`src/rtl/lc3b_mem_arbiter.sv`:
```
// lc3b_mem_arbiter: round-robin owner of the single physical-memory port shared by I-cache and D-cache.
// Define ARB_PERF_CNT_EN to add saturating grant/conflict counters.
module lc3b_mem_arbiter #(
    parameter int ADDR_WIDTH = 16,
    parameter int LINE_WIDTH = 128
) (
    input  logic                  clk,
    input  logic                  reset_sig,
    input  logic                  icache_read,
    input  logic [ADDR_WIDTH-1:0] icache_address,
    output logic [LINE_WIDTH-1:0] icache_rdata,
    output logic                  icache_resp,
    input  logic                  dcache_read,
    input  logic                  dcache_write,
    input  logic [ADDR_WIDTH-1:0] dcache_address,
    input  logic [LINE_WIDTH-1:0] dcache_wdata,
    output logic [LINE_WIDTH-1:0] dcache_rdata,
    output logic                  dcache_resp,
    output logic                  mem_read,
    output logic                  mem_write,
    output logic [ADDR_WIDTH-1:0] mem_address,
    output logic [LINE_WIDTH-1:0] mem_wdata,
    input  logic [LINE_WIDTH-1:0] mem_rdata,
    input  logic                  mem_resp,
    output logic                  busy
`ifdef ARB_PERF_CNT_EN
    ,
    output logic [15:0]           perf_igrant,
    output logic [15:0]           perf_dgrant,
    output logic [15:0]           perf_conflict
`endif
);
    typedef enum logic [2:0] {IDLE, SERVE_I, SERVE_D, RESP_I, RESP_D} state_t;

    state_t                state_q, state_d;
    logic                  last_grant_q, last_grant_d;  // 0 = I-cache, 1 = D-cache
    logic                  we_q, we_d;
    logic [ADDR_WIDTH-1:0] addr_q, addr_d;
    logic [LINE_WIDTH-1:0] wdata_q, wdata_d;
    logic [LINE_WIDTH-1:0] rd_buf_i_q, rd_buf_i_d;
    logic [LINE_WIDTH-1:0] rd_buf_d_q, rd_buf_d_d;
    logic                  mem_read_q, mem_read_d;
    logic                  mem_write_q, mem_write_d;
    logic                  icache_resp_q, icache_resp_d;
    logic                  dcache_resp_q, dcache_resp_d;
    logic                  busy_q, busy_d;
    logic                  i_req, d_req, grant_i, grant_d, serving_d;

    always_comb begin
        i_req   = icache_read;
        d_req   = dcache_read | dcache_write;
        grant_i = (state_q == IDLE) && i_req && (!d_req || last_grant_q);
        grant_d = (state_q == IDLE) && d_req && (!i_req || !last_grant_q);
        state_d = state_q;
        unique case (state_q)
            IDLE:    state_d = grant_i ? SERVE_I : grant_d ? SERVE_D : IDLE;
            SERVE_I: state_d = mem_resp ? RESP_I : SERVE_I;
            SERVE_D: state_d = mem_resp ? RESP_D : SERVE_D;
            default: state_d = IDLE;
        endcase
        last_grant_d  = grant_i ? 1'b0 : grant_d ? 1'b1 : last_grant_q;
        addr_d        = grant_i ? icache_address : grant_d ? dcache_address : addr_q;
        wdata_d       = grant_d ? dcache_wdata : wdata_q;
        we_d          = grant_i ? 1'b0 : grant_d ? dcache_write : we_q;
        rd_buf_i_d    = (state_q == SERVE_I && mem_resp) ? mem_rdata : rd_buf_i_q;
        rd_buf_d_d    = (state_q == SERVE_D && mem_resp && !we_q) ? mem_rdata : rd_buf_d_q;
        // Outputs are decoded from the next state so they appear registered.
        serving_d     = (state_d == SERVE_I) || (state_d == SERVE_D);
        mem_read_d    = serving_d && !we_d;
        mem_write_d   = serving_d && we_d;
        icache_resp_d = (state_d == RESP_I);
        dcache_resp_d = (state_d == RESP_D);
        busy_d        = (state_d != IDLE);
    end

    always_ff @(posedge clk) begin
        if (reset_sig) begin
            state_q       <= IDLE;
            last_grant_q  <= 1'b0;
            we_q          <= 1'b0;
            addr_q        <= '0;
            wdata_q       <= '0;
            rd_buf_i_q    <= '0;
            rd_buf_d_q    <= '0;
            mem_read_q    <= 1'b0;
            mem_write_q   <= 1'b0;
            icache_resp_q <= 1'b0;
            dcache_resp_q <= 1'b0;
            busy_q        <= 1'b0;
        end else begin
            state_q       <= state_d;
            last_grant_q  <= last_grant_d;
            we_q          <= we_d;
            addr_q        <= addr_d;
            wdata_q       <= wdata_d;
            rd_buf_i_q    <= rd_buf_i_d;
            rd_buf_d_q    <= rd_buf_d_d;
            mem_read_q    <= mem_read_d;
            mem_write_q   <= mem_write_d;
            icache_resp_q <= icache_resp_d;
            dcache_resp_q <= dcache_resp_d;
            busy_q        <= busy_d;
        end
    end

    assign icache_rdata = rd_buf_i_q;
    assign dcache_rdata = rd_buf_d_q;
    assign icache_resp  = icache_resp_q;
    assign dcache_resp  = dcache_resp_q;
    assign mem_read     = mem_read_q;
    assign mem_write    = mem_write_q;
    assign mem_address  = addr_q;
    assign mem_wdata    = wdata_q;
    assign busy         = busy_q;

`ifdef ARB_PERF_CNT_EN
    logic [15:0] perf_igrant_q, perf_igrant_d;
    logic [15:0] perf_dgrant_q, perf_dgrant_d;
    logic [15:0] perf_conflict_q, perf_conflict_d;
    logic        i_wait, d_wait;

    // A side waits when it requests but is neither being served nor granted now.
    always_comb begin
        i_wait          = i_req && state_q != SERVE_I && state_q != RESP_I && !grant_i;
        d_wait          = d_req && state_q != SERVE_D && state_q != RESP_D && !grant_d;
        perf_igrant_d   = perf_igrant_q + {15'd0, grant_i && perf_igrant_q != 16'hFFFF};
        perf_dgrant_d   = perf_dgrant_q + {15'd0, grant_d && perf_dgrant_q != 16'hFFFF};
        perf_conflict_d = perf_conflict_q + {15'd0, (i_wait || d_wait) && perf_conflict_q != 16'hFFFF};
    end

    always_ff @(posedge clk) begin
        if (reset_sig) begin
            perf_igrant_q   <= '0;
            perf_dgrant_q   <= '0;
            perf_conflict_q <= '0;
        end else begin
            perf_igrant_q   <= perf_igrant_d;
            perf_dgrant_q   <= perf_dgrant_d;
            perf_conflict_q <= perf_conflict_d;
        end
    end

    assign perf_igrant   = perf_igrant_q;
    assign perf_dgrant   = perf_dgrant_q;
    assign perf_conflict = perf_conflict_q;
`endif
endmodule
```
`config.mk`:
```
export PLATFORM = sky130hd
export DESIGN_NAME = lc3b_mem_arbiter
export DESIGN_NICKNAME = d
export VERILOG_FILES = /design/src/rtl/lc3b_mem_arbiter.sv
export SDC_FILE = /design/constraint.sdc
export NUM_CORES = 1
export LEC_CHECK = 0
export BUFFER_PORTS_ARGS = -buffer_cell sky130_fd_sc_hd__buf_2
export CORE_AREA = 2 2 268 270
export DETAILED_ROUTE_END_ITERATION = 8
export DIE_AREA = 0 0 270 272
export PLACE_DENSITY_LB_ADDON = 0.2
export REMOVE_ABC_BUFFERS = 1
export SYNTH_ARGS = -nofsm -noshare
export SYNTH_HDL_FRONTEND = slang
export SYNTH_SLANG_ARGS = --single-unit
```
`constraint.sdc`:
```
create_clock -name clk -period 1.8 [get_ports clk]
set_clock_uncertainty 0.1 [all_clocks]
set_input_delay 0.54 -clock clk [delete_from_list [all_inputs] [get_ports clk]]
set_output_delay 0.54 -clock clk [all_outputs]
set_load 0.005 [all_outputs]
```
==> results of run 1 <==
repair_timing:
item	in CTS	in global routing
endpoints found under the setup margin	408	386
setup buffers	9	9
gates resized for setup	100	202
pin swaps	57	94
cloned	11	21
sequential cells by signal, summed over array words and instances, names as in the netlist:
register / count
busy: 1
dcache_rdata: 128
dcache_resp: 1
icache_rdata: 128
icache_resp: 1
last_grant_q: 1
mem_address: 16
mem_read: 1
mem_wdata: 128
mem_write: 1
state_q: 3
we_q: 1
metal layers:
| layer | vias up | global-route usage [%] | part of all wire (%) |
|---|---|---|---|
| met4 | 32 | 4.84 | 3.0 |
| met5 | - | 0 | 0.31 |
| met3 | 120 | 5.41 | 7.8 |
| met2 | 591 | 28.8 | 49 |
| met1 | 7167 | 18.4 | 40 |
| li1 | 7411 | - | - |
cells in the mapped netlist (all sizes together) (2+ instances only):
cell	number	share of area, %
a21o	2	0.11
nor4b	4	0.25
a21oi	386	14
buf	17	0.75
clkbuf	120	3.2
nand2	782	21
or4b	2	0.14
nor2	41	1.1
inv	2	0.053
a311oi	7	0.43
dfxtp	410	58
nor4	10	0.44
a211oi	3	0.19
nor3	3	0.11
critical path: stages, from the launching register on:
cell and delay (ns):
dfxtp_2 0.33, or3_4 0.42, a211o_4 0.40, buf_12 0.21, nand2_1 0.17, a21oi_2 0.06
kinds of logic after synthesis:
family | share of synthesized area (%)
buffers and inverters | 3.99
multiplexers | 0.177
AND/OR/NAND/NOR | 23.0
AO/OA/AOI/OAI | 14.7
flip-flops | 58.1
metrics by stage:
step / instances / hold WS [ns] / utilization [%] / total power [mW] / worst slack [ns]
after global placement: 3433 / 0.338 / 27.6 / 14.5 / -0.266
after CTS: 3538 / 0.0552 / 30.9 / 25.1 / -0.0936
after detailed placement: 3433 / 0.343 / 27.6 / 14.5 / -0.341
after global routing: 3569 / 0.0710 / 32.8 / 26.5 / -0.166
final: 3573 / 0.107 / 32.8 / 25.3 / -0.110
after floorplan: 1664 / 0.347 / - / 11.7 / -8.80
final cells by class:
| type | count | area [sq um] | area share [%] |
|---|---|---|---|
| sequential | 410 | 8210 | 35.4 |
| inverter | 2 | 7.51 | 0.0324 |
| timing repair buffer | 868 | 5870 | 25.3 |
| clock inverter | 13 | 145 | 0.626 |
| antenna | 5 | 12.5 | 0.0539 |
| tap | 950 | 1190 | 5.12 |
| clock buffer | 73 | 1460 | 6.28 |
| multi-input combinational | 1252 | 6300 | 27.2 |
power breakdown:
part           leakage (nW)  internal [mW]  switching, mW  total [mW]
registers              3.34           9.80          0.427        10.2
logic                  6.17           2.37           2.79        5.16
clock network         0.790           5.97           3.94        9.91
worst max-delay path by stage:
stage,slack (ns),endpoint,depth (start not counted),from
after floorplan,-8.80,dcache_rdata[0],4,state_q[1]
after global placement,-0.27,dcache_rdata[45],6,mem_resp
after detailed placement,-0.34,dcache_rdata[73],6,mem_resp
after CTS,-0.09,mem_address[12],6,state_q[1]
after global routing,-0.17,mem_wdata[92],7,state_q[1]
final,-0.11,mem_wdata[92],5,state_q[1]
==> results.sh, run 1 <==
export IMPL_grt_pass1_vias=14800
export IMPL_max_freq_mhz=524
export IMPL_insertion_delay_ns=0.57
export IMPL_synthArstFlopShare_pct=0
export IMPL_reg2reg_setup_slack_ns=-0.11
export IMPL_num_fill_cells=7628
export IMPL_die_h_microns=272
export IMPL_syn_cell_area_sq_um=14100
export IMPL_start_kind="flip-flop"
export IMPL_violations="setup timing"
export IMPL_worstSetupEndpointType="flip-flop"
export IMPL_ioPinCount=699
export IMPL_wl_per_cell_microns=18.6
export IMPL_slew_violations=0
export IMPL_cp_max_fo=81
export IMPL_finalNetCount=2876
export IMPL_syn_inst=1801
export IMPL_drive_gt1_share_pct=43.4
export IMPL_holdPathStages=3
export IMPL_cts_buffers=48
export IMPL_routabilityCongestion=0.844
export IMPL_crit_reg2reg_capture="mem_wdata[92]"
export IMPL_tns_ns=-9.73
export IMPL_postSynthAreaPerCell_sq_um=7.85
export IMPL_ys_flop_type="dfxtp_1"
export IMPL_arrival_ns=2.26
export IMPL_period_needed_ns=1.91
export IMPL_finalCritPeriodShare_pct=106
export IMPL_cts_root_buffer="clkbuf_16"
export IMPL_final_cell_mix="697 x buf_2, 679 x nand2_1, 408 x dfxtp_1, 313 x a21oi_1, 88 x buf_4"
export IMPL_pwr_density_cell_nw_per_um2=1090
export IMPL_numPortBuffers=698
export IMPL_yosysWarningCount=0
export IMPL_slew_headroom_pct=65.4
export IMPL_antenna_found_initial=24
export IMPL_vdd_drop_max_uv=691
export IMPL_drv_cap=0
export IMPL_dp_hpwl_microns=45000
export IMPL_r2r_start="state_q[1]"
export IMPL_timing_final_ws_setup_ns=-0.110
export IMPL_cts_sinks=410
export IMPL_dpl_cell_area_sq_um=19500
export IMPL_vias=15300
export IMPL_cts_tree="yes"
export IMPL_tightest_slew_ns=0.506
export IMPL_grt_setup_unrepaired="yes"
export IMPL_synth_edff_count=0
export IMPL_die_area_sq_um=73400
export IMPL_fin_area_sq_um=23200
export IMPL_synth_yosys_seq_area_share_pct=58.1
export IMPL_ctsLongestPathBuffers=3
export IMPL_postCtsHoldBufs=0
export IMPL_firstDrtPassIters=5
export IMPL_clk_pin_slew_ns=0.07
export IMPL_start_util_pct=20.0
export IMPL_hold_class="primary input to flip-flop"
export IMPL_worstSetupPathType="flip-flop to flip-flop"
export IMPL_coreArea_sq_um=70800
export IMPL_cts_max_level=2
export IMPL_grt_pass1_wl_microns=92400
export IMPL_track_usage_pct=16.2
export IMPL_crit_required_ns=2.15
export IMPL_drt_iter0_markers=791
export IMPL_grt_overflow=0
export IMPL_grt_max_degree=100
export IMPL_synth_cell_types=29
export IMPL_r2r_cells=5
export IMPL_p_leak_nw=10.3
export IMPL_layout_commonest_cell="buf_2"
export IMPL_outcome="finished, violations left"
export IMPL_holdCritStartpoint="dcache_wdata[91]"
export IMPL_final_hold_violation_count=0
export IMPL_ys_ff_latch=410
export IMPL_drcViolationCount=0
export IMPL_syn_to_final_growth_pct=64.2
export IMPL_finalSetupViolations=217
export IMPL_hold_path_endpoint="mem_wdata[91]"
export IMPL_rows=98
export IMPL_wl_microns=66300
export IMPL_viasPerCell=4.29
export IMPL_die_width_microns=270
export IMPL_ant_nets=0
No activity file was read; power rests on OpenSTA's default activity.
==> inputs of run 2 (changes only) <==
--- a/config.mk
+++ b/config.mk
@@ -7,7 +7,9 @@
 export LEC_CHECK = 0
 export BUFFER_PORTS_ARGS = -buffer_cell sky130_fd_sc_hd__buf_2
-export CORE_AREA = 2 2 268 270
+export CELL_PAD_IN_SITES_DETAIL_PLACEMENT = 1
+export CELL_PAD_IN_SITES_GLOBAL_PLACEMENT = 1
+export CORE_AREA = 2 2 272 274
 export DETAILED_ROUTE_END_ITERATION = 8
-export DIE_AREA = 0 0 270 272
+export DIE_AREA = 0 0 274 276
 export PLACE_DENSITY_LB_ADDON = 0.2
 export REMOVE_ABC_BUFFERS = 1
==> constraint.sdc (replaced) <==
create_clock -name clk -period 1.8 [get_ports clk]
set_clock_uncertainty 0.1 [all_clocks]
set_input_delay 0.09 -clock clk [delete_from_list [all_inputs] [get_ports clk]]
set_output_delay 0.09 -clock clk [all_outputs]
set_load 0.005 [all_outputs]
==> results.sh, run 2 (synthesized netlist as in run 1, its figures left out) <==
export IMPL_outcome="finished, violations left"
export IMPL_violations="setup timing"
export IMPL_hold_class="primary input to flip-flop"
export IMPL_drv_cap=0
export IMPL_drt_iter0_markers=442
export IMPL_slew_headroom_pct=64.5
export IMPL_clk_pin_slew_ns=0.06
export IMPL_vias=16700
export IMPL_reg2reg_setup_slack_ns=-0.11
export IMPL_grt_pass1_vias=17600
export IMPL_die_h_microns=276
export IMPL_worstSetupEndpointType="flip-flop"
export IMPL_worstSetupPathType="flip-flop to flip-flop"
export IMPL_start_util_pct=19.5
export IMPL_dpl_cell_area_sq_um=19100
export IMPL_cts_tree="yes"
export IMPL_cts_sinks=410
export IMPL_coreArea_sq_um=72600
export IMPL_final_hold_violation_count=0
export IMPL_p_leak_nw=11.7
export IMPL_fin_area_sq_um=27100
export IMPL_cts_root_buffer="clkbuf_16"
export IMPL_antenna_found_initial=5
export IMPL_ant_nets=0
export IMPL_grt_overflow=0
export IMPL_max_freq_mhz=524
export IMPL_syn_to_final_growth_pct=92.1
export IMPL_period_needed_ns=1.91
export IMPL_finalCritPeriodShare_pct=106
export IMPL_pwr_density_cell_nw_per_um2=986
export IMPL_layout_commonest_cell="buf_2"
export IMPL_drive_gt1_share_pct=45.4
export IMPL_grt_max_degree=72
export IMPL_cts_buffers=50
export IMPL_die_area_sq_um=75600
export IMPL_hold_ws_ns=0.196
export IMPL_slew_violations=0
export IMPL_die_width_microns=274
export IMPL_finalSetupViolations=263
export IMPL_wl_per_cell_microns=19.7
export IMPL_final_cell_mix="698 x buf_2, 604 x nand2_1, 408 x dfxtp_1, 293 x dlygate4sd3_1, 210 x a21oi_2"
export IMPL_insertion_delay_ns=0.58
export IMPL_firstDrtPassIters=4
export IMPL_numPortBuffers=698
export IMPL_wl_microns=75300
export IMPL_timing_final_ws_setup_ns=-0.110
export IMPL_ctsLongestPathBuffers=3
export IMPL_start_kind="flip-flop"
export IMPL_arrival_ns=2.25
export IMPL_total_power_mw=26.8
export IMPL_rows=99
export IMPL_dp_hpwl_microns=48300
export IMPL_finalNetCount=3123
export IMPL_crit_required_ns=2.14
export IMPL_drcViolationCount=0
export IMPL_routabilityCongestion=0.795
export IMPL_track_usage_pct=17.6
export IMPL_viasPerCell=4.37
export IMPL_cp_max_fo=7
export IMPL_tightest_slew_ns=0.532
export IMPL_grt_setup_unrepaired="yes"
export IMPL_cts_max_level=2
export IMPL_ioPinCount=699
export IMPL_grt_pass1_wl_microns=104000
export IMPL_vdd_drop_max_uv=682
-- run 2: changes by cell type in the layout (fill, tap and decap cells not counted), sizes merged --
cell and delta:
bufinv -1, diode -1, clkinvlp -1, bufbuf -1, clkinv -4, dlygate4sd3 +293, clkbuf +15, buf -53
inv +1
-- run 2: final cells by class --
cell class | count | area (sq um)
Antenna cell | 4 | 10.0
Sequential cell | 410 | 8210
Clock buffer | 82 | 1570
Clock inverter | 8 | 96.3
Inverter | 2 | 7.51
Multi-Input combinational cell | 1252 | 7510
Tap cell | 959 | 1200
Fill cell | 8525 | 45400
Timing Repair Buffer | 1113 | 8540
-- run 2: per-layer routing --
| metal | GRT usage, % | wire length [microns] | vias to the layer above | share of wire, % |
|---|---|---|---|---|
| met2 | 31.9 | 37800 | 568 | 50 |
| met5 | 0 | 21 | - | 0.028 |
| li1 | - | - | 7889 | - |
| met1 | 18.9 | 28300 | 8105 | 38 |
| met4 | 6.77 | 3210 | 4 | 4.3 |
| met3 | 5.53 | 5910 | 156 | 7.8 |
-- run 2: worst max-delay path: stages (launching register included) --
cell and delay (ns):
dfxtp_2 0.34, buf_6 0.12, nand2b_4 0.07, or4b_4 0.58
clkbuf_16 0.24, clkbuf_16 0.20, nand2_4 0.06, a21oi_2 0.04
-- run 2: path summary, 6_finish.rpt --
| path | endpoint | startpoint | cells after the start |
|---|---|---|---|
| min reg2reg | icache_rdata[22] | icache_rdata[22] | 2 |
| min | mem_wdata[81] | dcache_wdata[81] | 4 |
| max reg2reg | dcache_rdata[2] | state_q[1] | 7 |
| max | dcache_rdata[2] | state_q[1] | 7 |
-- run 2: report_power, final --
group / leakage [nW] / internal (mW) / total [mW] / switching (mW)
sequential: 3.34 / 9.80 / 10.3 / 0.473
combinational: 7.56 / 2.93 / 6.26 / 3.33
clock: 0.814 / 6.18 / 10.2 / 4.05
total: 11.7 / 18.9 / 26.8 / 7.86
-- run 2: timing repair --
action,4_1_cts,5_1_grt
cloned,12,28
hold buffers,293,0
setup buffers,10,9
gates resized for setup,56,575
hold endpoints to repair,410,0
pin swaps,19,322
endpoints found under the setup margin,339,377
-- run 2: per-stage QoR --
stage                     setup slack [ns]  cells  utilization, %  TNS [ns]
after global routing                -0.186   3829            37.4    -35.34
after floorplan                      -8.80   1664               -  -3191.14
after CTS                          -0.0802   3791            33.5     -6.52
final                               -0.110   3830            37.4    -11.54
after detailed placement            -0.196   3386            26.3    -22.19
after global placement              -0.115   3386            26.3    -11.37
